`config.mk`:
```
export PLATFORM = sky130hd
export DESIGN_NAME = key_conditioner_flat
export DESIGN_NICKNAME = d
export VERILOG_FILES = /design/src/rtl/key_conditioner_if.sv /design/src/rtl/key_conditioner.sv /design/src/flat_wrapper.sv
export SDC_FILE = /design/constraint.sdc
export NUM_CORES = 1
export LEC_CHECK = 0
export ABC_AREA = 1
export CAP_MARGIN = 20
export CORE_MARGIN = 1
export CORE_UTILIZATION = 50
export DETAILED_ROUTE_END_ITERATION = 7
export MAX_ROUTING_LAYER = met4
export PLACE_DENSITY = 0.77
export SLEW_MARGIN = 20
export SYNTH_ARGS = -nofsm -noshare
export SYNTH_HDL_FRONTEND = slang
export SYNTH_SLANG_ARGS = --single-unit
```
`constraint.sdc`:
```
create_clock -name clk -period 1.9 [get_ports clk]
set_clock_uncertainty 0.05 [all_clocks]
set_input_delay 0.475 -clock clk [delete_from_list [all_inputs] [get_ports clk]]
set_output_delay 0.475 -clock clk [all_outputs]
set_load 0.02 [all_outputs]
```
`src/rtl/key_conditioner_if.sv`:
```
// rtl/key_conditioner_if.sv - raw key inputs and conditioned key outputs bundle
interface key_conditioner_if;
    logic raw_b0;
    logic raw_b1;
    logic raw_enter;
    logic e0;
    logic e1;
    logic e2;
    logic key_busy;

    modport master (
        output raw_b0, raw_b1, raw_enter,
        input  e0, e1, e2, key_busy
    );

    modport slave (
        input  raw_b0, raw_b1, raw_enter,
        output e0, e1, e2, key_busy
    );
endinterface

```
`src/rtl/key_conditioner.sv`:
```
// rtl/key_conditioner.sv - synchronise, debounce and strobe the lock key inputs
module key_conditioner #(
    parameter int SYNC_STAGES = 2,
    parameter int DEB_CYCLES  = 16,
    parameter int CNT_W       = 16
) (
    input  logic clk,
    input  logic rst,
    key_conditioner_if.slave kif
);
    typedef enum logic {IDLE, HELD} state_t;

    localparam logic [CNT_W-1:0] CNT_LAST = CNT_W'(DEB_CYCLES - 1);

    // Channel order everywhere: 0 = b0, 1 = b1, 2 = enter.
    logic [2:0]             raw;
    logic [SYNC_STAGES-1:0] sync_q [3];
    logic [2:0]             synced;
    logic [2:0]             deb;
    logic [CNT_W-1:0]       cnt [3];

    state_t state;
    logic   e0_q;
    logic   e1_q;
    logic   e2_q;
    logic   busy_q;

    assign raw = {kif.raw_enter, kif.raw_b1, kif.raw_b0};

    // Synchroniser chains: the only place the asynchronous inputs are sampled.
    always_ff @(posedge clk) begin
        for (int i = 0; i < 3; i++) begin
            if (rst) begin
                sync_q[i] <= '0;
            end else begin
                sync_q[i] <= {sync_q[i][SYNC_STAGES-2:0], raw[i]};
            end
        end
    end

    // Last synchroniser stage of each channel feeds its debouncer.
    always_comb begin
        synced = '0;
        for (int i = 0; i < 3; i++) begin
            synced[i] = sync_q[i][SYNC_STAGES-1];
        end
    end

    // Debouncers: level flips only after DEB_CYCLES consecutive differing samples.
    always_ff @(posedge clk) begin
        for (int i = 0; i < 3; i++) begin
            if (rst) begin
                cnt[i] <= '0;
                deb[i] <= 1'b0;
            end else if (synced[i] == deb[i]) begin
                cnt[i] <= '0;
            end else if (cnt[i] == CNT_LAST) begin
                cnt[i] <= '0;
                deb[i] <= synced[i];
            end else begin
                cnt[i] <= cnt[i] + 1'b1;
            end
        end
    end

    // Enter FSM: one strobe per debounced press, code bits latched with it.
    always_ff @(posedge clk) begin
        if (rst) begin
            state  <= IDLE;
            e0_q   <= 1'b0;
            e1_q   <= 1'b0;
            e2_q   <= 1'b0;
            busy_q <= 1'b0;
        end else begin
            e2_q <= 1'b0;
            case (state)
                IDLE: begin
                    if (deb[2]) begin
                        state  <= HELD;
                        e2_q   <= 1'b1;
                        e0_q   <= deb[0];
                        e1_q   <= deb[1];
                        busy_q <= 1'b1;
                    end
                end
                HELD: begin
                    if (!deb[2]) begin
                        state  <= IDLE;
                        busy_q <= 1'b0;
                    end
                end
                default: begin
                    state  <= IDLE;
                    busy_q <= 1'b0;
                end
            endcase
        end
    end

    assign kif.e0       = e0_q;
    assign kif.e1       = e1_q;
    assign kif.e2       = e2_q;
    assign kif.key_busy = busy_q;
endmodule
```
`src/flat_wrapper.sv`:
```
// flat-port wrapper written by rule: the top's interface ports become plain ports
module key_conditioner_flat 
#(
    parameter int SYNC_STAGES = 2,
    parameter int DEB_CYCLES  = 16,
    parameter int CNT_W       = 16
)
  (clk, rst, kif_raw_b0, kif_raw_b1, kif_raw_enter, kif_e0, kif_e1, kif_e2, kif_key_busy);
  key_conditioner_if kif_i ();
  input  logic clk;
  input  logic rst;
  input wire logic [$bits(kif_i.raw_b0)-1:0] kif_raw_b0;
  input wire logic [$bits(kif_i.raw_b1)-1:0] kif_raw_b1;
  input wire logic [$bits(kif_i.raw_enter)-1:0] kif_raw_enter;
  output wire logic [$bits(kif_i.e0)-1:0] kif_e0;
  output wire logic [$bits(kif_i.e1)-1:0] kif_e1;
  output wire logic [$bits(kif_i.e2)-1:0] kif_e2;
  output wire logic [$bits(kif_i.key_busy)-1:0] kif_key_busy;
  assign kif_i.raw_b0 = kif_raw_b0;
  assign kif_i.raw_b1 = kif_raw_b1;
  assign kif_i.raw_enter = kif_raw_enter;
  assign kif_e0 = kif_i.e0;
  assign kif_e1 = kif_i.e1;
  assign kif_e2 = kif_i.e2;
  assign kif_key_busy = kif_i.key_busy;
  key_conditioner #(.SYNC_STAGES(SYNC_STAGES), .DEB_CYCLES(DEB_CYCLES), .CNT_W(CNT_W)) u_core (.clk(clk), .rst(rst), .kif(kif_i));
endmodule
```
==> flow_summary.json, run 1 <==
{
  "endpoint_kind": "output pin",
  "hold_path.class": "register to register",
  "crit_chain": "clkdlybuf4s50_1",
  "drtPass1Iterations": 4,
  "postCtsSetupBuffers": 0,
  "ir_drop_mv": 0.550,
  "portBuffers": 8,
  "p_leak_nw": 1.90,
  "crit_family": "buffers and inverters",
  "synth.avg_cell_area_um2": 7.62,
  "critPathRequiredTime_ns": 1.37,
  "clk_path_buf_depth": 2,
  "yosysMostFrequentCell": "nand2_1",
  "grt_usage_pct": 20.5,
  "synthArstFlopShare_pct": 0,
  "cp-start-kind": "register",
  "synthDistinctLibCells": 26,
  "drt_iter0_markers": 165,
  "drc": 0,
  "setup_violations": 0,
  "synth_warnings": 0,
  "hold_viol": 0,
  "final_cells": 643,
  "path_clk_slew_ns": 0.08,
  "die_h_um": 87.1,
  "detail_route.vias_per_cell": 4.63,
  "grt_pass1_vias": 2829,
  "ctsResizeCount": 0,
  "ios": 9,
  "critPathBufInv": 1,
  "pre_cts_ws_ns": 0.0267,
  "wl_um": 6490,
  "wire_per_inst_um": 10.1,
  "nNetsFinal": 551,
  "grt_antenna_before_repair": 0,
  "diodes": 0,
  "ys_seq_elements": 62,
  "grt_overflow": 0,
  "grt_start_max_net_pins": 16,
  "synth-edff-count": 48,
  "fin_area_um2": 4200,
  "cp_data_arrival_time_ns": 1.30,
  "clk_latency_ns": 0.35,
  "routabilityCongestion": 0.856,
  "drive_gt1_share_pct": 7.68,
  "synth-main-ff-cell": "edfxtp_1",
  "die_w_um": 87.1,
  "area_growth_pct": 16.1,
  "multi_input_comb_area_um2": 1720,
  "cp_slowest_cell": "clkdlybuf4s50_1",
  "cts_tree": "done",
  "syn_area_um2": 3620,
  "fmax_ghz": 0.548,
  "num_rows": 30,
  "start_util_pct": 52.4,
  "regArea_um2": 1720,
  "maxSlewViolCount": 0,
  "powerDensity_nw_per_um2": 701,
  "fillCellCount": 641,
  "ys_seq_area_share_pct": 47.5,
  "post_dp_cell_area_um2": 3990,
  "fin_crit_sh_pct": 96.0,
  "synthCells": 475,
  "cp_max_fo": 2,
  "status": "completed",
  "ant_nets": 0,
  "dp_cells": 627,
  "crit_type": "register to output pin",
  "max_cap_violations": 0,
  "rsz0062_at_grt": "no",
  "fin_tns_setup_ns": 0,
  "dieArea_um2": 7590,
  "clock_sinks": 62,
  "cts_buffers": 9,
  "synthTopCellsByArea": "edfxtp_1 40%, nand2_1 12%, nor2_1 9.7%",
  "cts.htree.levels": 3,
  "vias": 2976,
  "cts_hold_buf": 0,
  "core_area_um2": 6910,
  "root_buffer": "clkbuf_8",
  "max_stage_delay_ns": 0.61,
  "synth_area_leader_cell": "edfxtp_1",
  "hpwl_um": 4840,
  "grt_pass1_wl_um": 11700,
  "layout_min_cycle_time_ns": 1.82,
  "yosysTopAreaCellShare_pct": 39.8,
  "synth_top_cells_by_count": "111 x nand2_1, 94 x nor2_1, 81 x inv_1, 48 x edfxtp_1, 35 x nand3_1",
  "timing.final.ws_setup_ns": 0.0767
}
-- through the flow --
stage,total power [mW],utilization (%),hold slack [ns]
6_report,2.95,60.9,0.357
4_1_cts,2.98,60.9,0.361
2_1_floorplan,1.70,-,0.338
3_3_place_gp,1.74,57.7,0.347
5_1_grt,3.08,60.9,0.389
3_5_place_dp,1.74,57.7,0.349
-- state kept, by name, summed over array words and instances (netlist names) --
register             flops
u_core.kif.e0            1
u_core.kif.e2            1
u_core.kif.e1            1
u_core.kif.key_busy      1
u_core.deb               3
u_core.cnt              48
u_core.sync_q            6
u_core.state             1
-- cell usage in the layout (no fill, tap or decap), drive strengths merged --
cell type      instances
a21oi                 22
and3                   1
buf                    5
clkbuf                11
clkdlybuf4s50          8
conb                  48
dfxtp                 14
edfxtp                48
ha                     4
inv                   87
nand2                116
nand3                 35
nand4                 17
nor2                 106
nor3                   2
o21ai                  6
o21bai                 1
xnor2                  5
xor2                  11
-- final cells by class --
class | instances | area share [%]
Timing Repair Buffer | 13 | 2.80
Multi-Input combinational cell | 374 | 40.9
Clock buffer | 11 | 4.14
Clock inverter | 5 | 0.982
Tap cell | 96 | 2.86
Sequential cell | 62 | 41.0
Inverter | 82 | 7.32
-- power breakdown --
part / leakage (nW) / internal, mW / total (mW) / switching [mW]
Combinational: 1.18 / 0.0562 / 0.160 / 0.103
Clock: 0.112 / 0.652 / 1.23 / 0.577
Sequential: 0.609 / 1.51 / 1.56 / 0.0503
Total: 1.90 / 2.22 / 2.95 / 0.730
-- layer usage --
metal	share of wire (%)	up-vias	wire, µm	GRT usage [%]
li1	-	1595	-	-
met1	48	1315	3130	24.9
met2	46	49	2970	32.5
met3	2.7	17	177	4.64
met4	3.1	0	204	9.99
met5	0	-	0	-
-- logic make-up after synthesis --
logic type	after synthesis	share of synthesized area, %
buffers and inverters	86	9.81
AO/OA/AOI/OAI	29	4.29
flip-flops	62	47.5
adder cells (fa/ha/maj)	4	1.38
AND/OR/NAND/NOR	277	33.0
other	1	0.104
XOR/XNOR	16	3.87
-- worst paths after layout --
| check | startpoint | end | slack (ns) | depth (start not counted) |
|---|---|---|---|---|
| worst max-delay path | u_core.kif.e0 | kif_e0 | 0.08 | 1 |
| worst min-delay path | u_core.sync_q[2][0] | u_core.sync_q[2][1] | 0.36 | 2 |
| worst max register to register | u_core.cnt[0][0] | u_core.cnt[0][7] | 0.17 | 6 |
| worst min register to register | u_core.sync_q[2][0] | u_core.sync_q[2][1] | 0.36 | 2 |
Power figures use the tool's default switching activity.
==> run 2, diff against run 1 <==
- CORE_ASPECT_RATIO: not set -> 0.8
- CORE_UTILIZATION: 50 -> 40
- MAX_ROUTING_LAYER: met4 -> not set
- PLACE_DENSITY: 0.77 -> 0.66
==> flow_summary.json, run 2 (synthesis gave the netlist of run 1 again) <==
{
  "fillCellCount": 857,
  "grt_antenna_before_repair": 0,
  "fmax_ghz": 0.546,
  "fin_crit_sh_pct": 96.5,
  "diodes": 0,
  "vias": 2945,
  "grt_usage_pct": 16.4,
  "crit_family": "buffers and inverters",
  "core_area_um2": 8630,
  "drive_gt1_share_pct": 7.85,
  "regArea_um2": 1720,
  "fin_area_um2": 4320,
  "cp_data_arrival_time_ns": 1.31,
  "final_common_cell": "nand2_1",
  "clockPowerShare_pct": 48.7,
  "multi_input_comb_area_um2": 1720,
  "rsz0062_at_grt": "no",
  "wire_per_inst_um": 10.2,
  "postCtsSetupBuffers": 0,
  "cp_slowest_cell": "clkdlybuf4s50_1",
  "drt_iter0_markers": 149,
  "post_dp_cell_area_um2": 4020,
  "clock_sinks": 62,
  "hold_path.class": "register to register",
  "root_buffer": "clkbuf_16",
  "clk_latency_ns": 0.33,
  "drc": 0,
  "detail_route.vias_per_cell": 4.46,
  "start_util_pct": 41.9,
  "mostFrequentLayoutCells": "111 x nand2_1, 94 x nor2_1, 81 x inv_1",
  "grt_pass1_vias": 2653,
  "routabilityCongestion": 0.851,
  "dieArea_um2": 9440,
  "top_regs": "u_core.cnt x48, u_core.sync_q x6, u_core.deb x3",
  "ios": 9,
  "largest_register_ffs": 48,
  "powerDensity_nw_per_um2": 777,
  "p_seq_share_pct": 46.5,
  "num_rows": 30,
  "p_leak_nw": 1.95,
  "power.internal_mw": 2.57,
  "ctsResizeCount": 0,
  "layout_min_cycle_time_ns": 1.83,
  "portBuffers": 8,
  "drtPass1Iterations": 4,
  "crit_chain": "clkdlybuf4s50_1",
  "grt_overflow": 0,
  "fin_tns_setup_ns": 0,
  "regMostFlops": "u_core.cnt",
  "critPathBufInv": 1,
  "cp-start-kind": "register",
  "p_comb_share_pct": 4.8,
  "cts_buffers": 9,
  "max_cap_violations": 0,
  "ir_drop_mv": 0.406,
  "setup_violations": 0,
  "clk_path_buf_depth": 2,
  "cts_hold_buf": 0,
  "grt_start_max_net_pins": 16,
  "cp_max_fo": 2,
  "switchingPower_mw": 0.779,
  "cts.htree.levels": 3,
  "swShare_pct": 23.2,
  "status": "completed",
  "hpwl_um": 5090,
  "endpoint_kind": "output pin",
  "die_w_um": 108,
  "area_growth_pct": 19.2,
  "crit_type": "register to output pin",
  "nNetsFinal": 552,
  "die_h_um": 87.1,
  "wl_um": 6760,
  "path_clk_slew_ns": 0.06,
  "hold_viol": 0,
  "max_stage_delay_ns": 0.63,
  "critPathRequiredTime_ns": 1.37,
  "grt_pass1_wl_um": 11800,
  "maxSlewViolCount": 0,
  "ant_nets": 0,
  "cts_tree": "done"
}
-- run 2: cell count changes in the layout (fill, tap and decap cells not counted) --
| cell | previous run | this run |
|---|---|---|
| inv_4 | 1 | 3 |
| clkbuf_16 | 2 | 10 |
| clkinv_4 | 0 | 1 |
| clkbuf_8 | 9 | 1 |
| inv_6 | 4 | 1 |
| buf_4 | 5 | 6 |
-- run 2: metal layers --
| metal | wire length [µm] | part of all wire, % | GRT usage [%] | vias up |
|---|---|---|---|---|
| li1 | - | - | - | 1599 |
| met2 | 2820 | 42 | 24.2 | 48 |
| met5 | 0 | 0 | 0 | - |
| met4 | 74 | 1.1 | 6.63 | 0 |
| met1 | 3610 | 53 | 22.6 | 1294 |
| met3 | 249 | 3.7 | 4.56 | 4 |
-- run 2: final cells by class --
type                            count  area share (%)
Sequential cell                    62            39.9
Multi-Input combinational cell    374            39.9
Inverter                           82            7.13
Clock buffer                       11            6.12
Tap cell                          112            3.25
Timing Repair Buffer               14            2.90
Clock inverter                      5           0.841
-- run 2: through the flow --
step | hold WS, ns | utilization (%) | std cells | power [mW] | setup WS, ns
6_report | 0.352 | 50.0 | 660 | 3.35 | 0.0672
5_1_grt | 0.357 | 50.0 | 660 | 3.48 | 0.0247
4_1_cts | 0.353 | 50.0 | 660 | 3.40 | 0.0451
3_5_place_dp | 0.344 | 46.5 | 644 | 1.75 | 0.0256
3_3_place_gp | 0.341 | 46.5 | 644 | 1.74 | 0.0552
2_1_floorplan | 0.338 | - | 522 | 1.70 | 0.313
-- run 2: path summary, 6_finish.rpt --
kind	cells past startpoint	from	to	slack [ns]
worst max-delay path	1	u_core.kif.e1	kif_e1	0.07
worst min-delay path	2	u_core.sync_q[2][0]	u_core.sync_q[2][1]	0.35
worst max register to register	6	u_core.cnt[0][0]	u_core.cnt[0][7]	0.16
worst min register to register	2	u_core.sync_q[2][0]	u_core.sync_q[2][1]	0.35
-- run 2: tightest hold or removal path, delay by kind of cell (launching register included) --
kind	cells	cell delay, ns
flip-flops	1	0.29
buffers and inverters	1	0.04
AND/OR/NAND/NOR	1	0.03
-- run 2: power by group through the flow --
stage                     clock network, mW  registers [mW]  logic, mW
final                                  1.63            1.56      0.162
after global routing                   1.72            1.57      0.190
after CTS                              1.68            1.56      0.160
after detailed placement                  0            1.59      0.159
after global placement                    0            1.59      0.157
after floorplan                           0            1.58      0.126
==> run 3, diff against run 2 <==
- SLEW_MARGIN: 20 -> 30
==> results of run 3 <==
No change in the layout: final DEF, timing and power equal those of run 2.
